## src/rtl/mem_pkg.sv

```systemverilog
// rtl/mem_pkg.sv - shared FSM state and address-width helper for the M1 read/write blocks
package mem_pkg;

  typedef enum logic [1:0] {
    IDLE = 2'd0,
    LOAD = 2'd1,
    DONE = 2'd2
  } mem_state_e;

  // Per-bank address width for an m x m matrix striped across n banks.
  function automatic int addr_width(input int m, input int n);
    return (((m * m) / n) > 1) ? $clog2((m * m) / n) : 1;
  endfunction

endpackage

```

## src/rtl/mem_write_m1.sv

```systemverilog
// rtl/mem_write_m1.sv - streams a row-major M x M matrix into N column-striped BRAM banks
module mem_write_m1
  import mem_pkg::*;
#(
  parameter int D_W = 8,
  parameter int N   = 3,
  parameter int M   = 6,
  localparam int AW = addr_width(M, N)
) (
  input  logic           clk,
  input  logic           rst_n,
  input  logic           start,
  input  logic           in_valid,
  input  logic [D_W-1:0] in_data,
  output logic           in_ready,
  output logic [AW-1:0]  wr_addr_bram [N-1:0],
  output logic [D_W-1:0] wr_data_bram [N-1:0],
  output logic [N-1:0]   wr_en_bram,
  output logic           busy,
  output logic           done
);

  localparam int CW = (M > 1) ? $clog2(M) : 1;
  localparam logic [CW-1:0] LAST = CW'(M - 1);

  generate
    if (M % N != 0) begin : g_bad_cfg
      $error("mem_write_m1: M must be a multiple of N");
    end
  endgenerate

  mem_state_e    state, state_nxt;
  logic [CW-1:0] row, row_nxt;
  logic [CW-1:0] col, col_nxt;
  logic [N-1:0]  wr_en_nxt;
  logic [AW-1:0] addr_nxt;
  int            bank;

  assign in_ready = (state == LOAD);
  assign busy     = (state != IDLE);
  assign done     = (state == DONE);

  // Column c lives in bank c % N; each bank holds M/N columns stacked M rows deep.
  always_comb begin
    bank     = int'(col) % N;
    addr_nxt = AW'(((int'(col) / N) * M) + int'(row));
  end

  always_comb begin
    state_nxt = state;
    row_nxt   = row;
    col_nxt   = col;
    wr_en_nxt = '0;
    case (state)
      IDLE: begin
        if (start) begin
          state_nxt = LOAD;
          row_nxt   = '0;
          col_nxt   = '0;
        end
      end
      LOAD: begin
        if (in_valid) begin
          for (int b = 0; b < N; b++) begin
            if (bank == b) wr_en_nxt[b] = 1'b1;
          end
          if (col == LAST) begin
            col_nxt = '0;
            if (row == LAST) begin
              row_nxt   = '0;
              state_nxt = DONE;
            end else begin
              row_nxt = row + 1'b1;
            end
          end else begin
            col_nxt = col + 1'b1;
          end
        end
      end
      DONE: begin
        state_nxt = IDLE;
        row_nxt   = '0;
        col_nxt   = '0;
      end
      default: state_nxt = IDLE;
    endcase
  end

  always_ff @(posedge clk or negedge rst_n) begin
    if (!rst_n) begin
      state      <= IDLE;
      row        <= '0;
      col        <= '0;
      wr_en_bram <= '0;
      for (int b = 0; b < N; b++) begin
        wr_addr_bram[b] <= '0;
        wr_data_bram[b] <= '0;
      end
    end else begin
      state      <= state_nxt;
      row        <= row_nxt;
      col        <= col_nxt;
      wr_en_bram <= wr_en_nxt;
      for (int b = 0; b < N; b++) begin
        if (wr_en_nxt[b]) begin
          wr_addr_bram[b] <= addr_nxt;
          wr_data_bram[b] <= in_data;
        end
      end
    end
  end

endmodule

```

## config.mk

```make
export PLATFORM = sky130hd
export DESIGN_NAME = mem_write_m1
export DESIGN_NICKNAME = d
export VERILOG_FILES = /design/src/rtl/mem_pkg.sv /design/src/rtl/mem_write_m1.sv
export SDC_FILE = /design/constraint.sdc
export NUM_CORES = 1
export LEC_CHECK = 0
export CORE_MARGIN = 4
export CORE_UTILIZATION = 40
export CTS_CLUSTER_SIZE = 30
export DETAILED_ROUTE_END_ITERATION = 10
export DONT_BUFFER_PORTS = 1
export PLACE_DENSITY = 0.61
export SLEW_MARGIN = 20
export SYNTH_ARGS = -nofsm -noshare
export SYNTH_HDL_FRONTEND = slang
export SYNTH_SLANG_ARGS = --single-unit
```

## constraint.sdc

```tcl
create_clock -name clk -period 4.75 [get_ports clk]
set_input_delay 0.475 -clock clk [delete_from_list [all_inputs] [get_ports clk]]
set_output_delay 0.475 -clock clk [all_outputs]
set_load 0.01 [all_outputs]
```

==> results of run 1 <==
==> path summary, 6_finish.rpt <==
check                                  end  cells past startpoint  slack (ns)
max in group asynchronous           row[0]                      1        4.52
hold / removal             wr_data_bram[4]                      1        0.01
setup reg to reg           wr_data_bram[1]                      9        1.56
hold reg to reg                   state[1]                      2        0.56
min in group clk           wr_data_bram[2]                      1        0.32
setup / recovery           wr_data_bram[1]                      9        1.56
==> power breakdown <==
group / switching, mW / internal (mW)
clock: 0.130 / 0.210
sequential: 0.231 / 0.588
combinational: 0.289 / 0.355
total: 0.650 / 1.15
==> critical path, stage by stage, from the launching register on <==
cell and delay (ns):
dfrtp_1 0.45, or2b_2 0.35, inv_1 0.11, a21o_2 0.13, ha_1 0.21, nand2b_1 0.15
maj3_2 0.36, a2111o_1 0.47, nor2_4 0.44, mux2_2 0.40
==> per-layer routing <==
layer	up-vias	GRT usage [%]
li1	537	-
met1	608	16.3
met2	38	23.5
met3	7	3.99
met4	0	5.57
met5	-	0
==> cells by family after synthesis <==
kind of cell	Yosys count	share of synthesized area (%)
AO/OA/AOI/OAI	15	5.76
XOR/XNOR	2	1.16
adder cells (fa/ha/maj)	6	3.78
buffers and inverters	13	4.53
flip-flops	47	54.7
multiplexers	37	21.6
other	1	0.174
AND/OR/NAND/NOR	32	8.37
==> sequential cells by signal, summed over array words and instances, names as in the netlist <==
register      flops
state             2
wr_en_bram        3
col               3
wr_data_bram     24
row               3
wr_addr_bram     12
==> per-stage QoR <==
step / power, mW / std cells / area, um^2
global route: 1.93 / 227 / 2340
detailed placement: 1.46 / 218 / 2180
finish: 1.80 / 227 / 2340
floorplan: 1.36 / 153 / 2150
global placement: 1.42 / 218 / 2180
CTS: 1.82 / 227 / 2340
==> what timing repair did <==
item	in CTS	in global routing
hold buffers	1	0
endpoints found under the setup margin	0	0
hold endpoints to repair	47	0
==> cell usage in the layout (no fill, tap or decap), types with 2 or more instances in the layout <==
cell       synthesis  layout
inv_1              8       8
bufinv_16          0       2
nand2b_1           3       3
dfrtp_1           47      47
o21ai_0            3       3
nor3_1             4       3
nor2_1             7       7
mux2i_1            4       4
a21oi_1            4       4
nand2_1            5       5
mux2_2            19      19
nor2b_1            3       3
ha_1               4       4
clkbuf_8           1       5
mux2_4            14      14
==> final cells by class <==
cell class	instances	share of cell area, %
inverters	8	1.28
flip-flops and latches	47	50.2
repair buffers	1	1.17
clock buffers	6	3.10
multi-input cells	93	38.0
well taps	70	3.74
clock inverters	2	2.56
==> results.yml, run 1 <==
floorplanning:
  io_pins: 54
  dieArea_um2: 6620
  die_x_um: 81.4
  row_count: 26
  core_um2: 5170
  fp.dieH_um: 81.4
  initial_utilization_pct: 41.6
critical_path:
  r2r_start: "col[1]"
  arrival_ns: 3.37
  worstPathMaxFanout: 12
  cp-end-kind: "flop"
  crit_start: "col[1]"
  worstSetupPathType: "flop to flop"
  required_ns: 4.93
  critPathLaunchType: "flop"
placement:
  routabilityCongestion: 0.718
  hpwl_um: 2900
  portBuffers: 0
  pre_cts_ws_ns: 1.52
sta:
  rsz0062_at_grt: "no"
  tns_ns: 0
  period_share_pct: 67.1
  hold_slack_ns: 0.0140
  timing.fmax_ghz: 0.314
  finClkSkew_ns: 0.00372
  setup_viol: 0
  tightest_slew_ns: 0.704
  fin_ws_ns: 1.56
  slew_viol_final: 0
  slew_headroom_pct: 52.9
  hold_viol: 0
  layout_min_cycle_time_ns: 3.19
layout:
  n_fill_cell: 467
  final_nets: 173
  multi_input_area_um2: 890
  area_growth_pct: 8.90
  regArea_um2: 1180
  num_antenna_cells: 0
  drive_gt1_share_pct: 33.1
  utilization_pct: 45.3
route:
  wl_met2_um: 1980
  wl_met3_um: 377
  vias: 1190
  ant_nets: 0
  first_pass_iters: 4
  routed_wl_um: 4090
  route.detailed.drc: 0
  viasPerCell: 5.24
  wire_per_inst_um: 18.0
  top_layer_used: "met4"
  drt_iter0_drc: 24
  drt-met1-wl_um: 1680
clocking:
  path_clk_slew_ns: 0.09
  post_cts_resized: 0
  cts_buffers: 5
  insertion_delay_ns: 0.29
  post_cts_buffers: 0
  cts.path.max_buffers: 2
  root_buffer: "clkbuf_8"
  cts.sinks: 47
  htree_levels: 2
  cts_tree: "built"
yosys:
  synth_flop_cell: "dfrtp_1"
  avgSynthCellArea_um2: 14.1
  synth_edf_count: 0
  yosysWarningCount: 0
  synth_commonest_cells: "dfrtp_1 (47), mux2_2 (19), mux2_4 (14), inv_1 (8), nor2_1 (7)"
  synth_cell_types: 39
  ys_seq_area_share_pct: 54.7
  synth_top_area_cell: "dfrtp_1"
  postSynth.asyncResetShare_pct: 100
  syn_nets: 170
  ys_seq_elements: 47
  synth_area_leaders: "dfrtp_1 (55%), mux2_2 (9.9%), mux2_4 (9.8%)"
  synth_area_um2: 2150
  netlist.area_leader.share_pct: 54.7
  netlist_instances: 153
  yosysMostFrequentCell: "dfrtp_1"
global_routing:
  grt_use_total_pct: 13.8
  grt_pass1_wl_um: 6870
  grt_max_degree: 48
  grt_antenna_before_repair: 0
  grt_pass1_vias: 1338
  overflow: 0
pwr:
  peakVddDrop_v: 0.000207
  p_leak_nw: 1.06
  powerDensity_nw_per_um2: 770
run_status:
  status: "finished clean"
flow_run:
  maxCapViolations: 0
hold_path:
  hold_class: "input pin to asynchronous set/reset pin"
(Power assumes the default switching activity.)
==> run 2, diff against run 1 <==
--- a/config.mk
+++ b/config.mk
@@ -10,7 +10,7 @@
 export CTS_CLUSTER_SIZE = 30
 export DETAILED_ROUTE_END_ITERATION = 10
 export DONT_BUFFER_PORTS = 1
-export PLACE_DENSITY = 0.61
+export PLACE_DENSITY = 0.63
 export SLEW_MARGIN = 20
 export SYNTH_ARGS = -nofsm -noshare
 export SYNTH_HDL_FRONTEND = slang
==> constraint.sdc (replaced) <==
create_clock -name clk -period 2.7 [get_ports clk]
set_input_delay 0.27 -clock clk [delete_from_list [all_inputs] [get_ports clk]]
set_output_delay 0.27 -clock clk [all_outputs]
set_load 0.01 [all_outputs]
==> run 2 against run 1 <==
Effect of this change:
- via count is 5.2% higher
- register-to-register slack worse by 1.5 ns
- count of clock-buffer cells in the layout stayed put
- sequential share of layout area is 5.4 points lower
==> results.yml, run 2 (same netlist as run 1, synthesis figures left out) <==
run_status:
  status: "finished clean"
layout:
  final_nets: 193
  final_common_cell: "dfrtp_1"
  area_growth_pct: 21.9
  final_cell_mix: "dfrtp_1 (47), mux2_2 (17), mux2_4 (16)"
  top_regs: "wr_data_bram: 24 flops, wr_addr_bram: 12 flops"
  drive_gt1_share_pct: 42.4
  num_antenna_cells: 0
  stdcell_count: 247
  utilization_pct: 50.7
  top_register: "wr_data_bram"
  largest_reg_flops: 24
  final_cell_area_um2: 2620
floorplanning:
  initial_utilization_pct: 41.6
  die_x_um: 81.4
  io_pins: 54
  row_count: 26
  fp.dieH_um: 81.4
  dieArea_um2: 6620
  core_um2: 5170
sta:
  hold_viol: 0
  slew_viol_final: 0
  period_share_pct: 96.9
  tns_ns: 0
  timing.fmax_ghz: 0.382
  hold_slack_ns: 0.114
  setup_viol: 0
  layout_min_cycle_time_ns: 2.62
  finClkSkew_ns: 0.00568
global_routing:
  overflow: 0
  grt_max_degree: 48
  grt_pass1_wl_um: 7050
  grt_use_total_pct: 14.1
  grt_antenna_before_repair: 0
  grt_pass1_vias: 1351
flow_run:
  maxCapViolations: 0
route:
  first_pass_iters: 4
  vias: 1252
  drt_iter0_drc: 64
  ant_nets: 0
  viasPerCell: 5.07
  route.detailed.drc: 0
  wire_per_inst_um: 17.9
  routed_wl_um: 4430
critical_path:
  critPathLaunchType: "flop"
  arrival_ns: 2.80
  required_ns: 2.88
  cp-end-kind: "flop"
  worstSetupPathType: "flop to flop"
  worstPathMaxFanout: 5
pwr:
  p_leak_nw: 1.20
  peakVddDrop_v: 0.000410
  powerDensity_nw_per_um2: 1370
clocking:
  root_buffer: "clkbuf_8"
  cts.path.max_buffers: 2
  insertion_delay_ns: 0.29
  cts.sinks: 47
  cts_tree: "built"
  path_clk_slew_ns: 0.09
  cts_buffers: 5
  htree_levels: 2
placement:
  postPlaceCellArea_um2: 2280
  portBuffers: 0
  dp_cells: 229
  routabilityCongestion: 0.786
  hpwl_um: 2980
hold_path:
  hold_class: "input pin to flop"
[run 2: cell types whose count changed in the layout (fill, tap and decap cells not counted), moves of 2 or more]
| cell | before | now |
|---|---|---|
| buf_12 | 0 | 4 |
| buf_4 | 0 | 11 |
| mux2_4 | 14 | 16 |
| ha_1 | 4 | 2 |
| buf_6 | 0 | 2 |
| mux2_2 | 19 | 17 |
[run 2: final timing paths]
| check | slack (ns) | cells after the start | endpoint | startpoint |
|---|---|---|---|---|
| max | 0.08 | 11 | wr_data_bram[3] | col[2] |
| max in group asynchronous | 1.99 | 2 | wr_addr_bram[8] | rst_n |
| min | 0.11 | 1 | wr_data_bram[14] | in_data[6] |
| min in group asynchronous | 0.51 | 2 | wr_en_bram[2] | rst_n |
| min reg2reg | 0.55 | 2 | state[1] | row[2] |
| max reg2reg | 0.08 | 11 | wr_data_bram[3] | col[2] |
[run 2: power by group]
group / internal, mW / switching [mW]
clock network: 0.370 / 0.224
registers: 1.03 / 0.393
logic: 0.970 / 0.616
[run 2: layout make-up]
type / count / area (um^2)
Timing Repair Buffer: 21 / 275
Inverter: 8 / 30.0
Clock inverter: 2 / 60.1
Multi-Input combinational cell: 93 / 922
Tap cell: 70 / 87.6
Clock buffer: 6 / 72.6
Sequential cell: 47 / 1180
Fill cell: 419 / 2550
[run 2: per-layer routing]
layer / track usage [%] / routed length, um / up-vias
met4: 3.55 / 43 / 0
met1: 17.0 / 1760 / 632
met2: 24.3 / 2220 / 42
li1: - / - / 573
met3: 4.66 / 397 / 5
met5: 0 / 0 / -
[run 2: per-stage QoR]
| stage | power (mW) | setup slack (ns) |
|---|---|---|
| after floorplan | 2.39 | 0.0140 |
| after global placement | 2.66 | 0.0907 |
| after detailed placement | 2.72 | 0.0105 |
| after CTS | 3.54 | 0.00323 |
| after global routing | 3.83 | -0.0101 |
| final | 3.61 | 0.0840 |
[run 2: what timing repair did]
action,CTS,global route
hold buffers,2,0
cloned,1,1
endpoints found under the hold margin,47,0
pin swaps,3,5
setup buffers,5,1
setup endpoints to repair,2,22
gates resized for setup,7,4
[run 2: critical path, stage by stage (launching register included)]
cell      delay (ns)
dfrtp_1         0.38
or2b_4          0.26
inv_2           0.06
a21o_4          0.12
ha_4            0.18
nand2b_4        0.13
maj3_2          0.31
a2111o_1        0.35
nor2_4          0.17
buf_12          0.13
buf_12          0.11
mux2_4          0.30
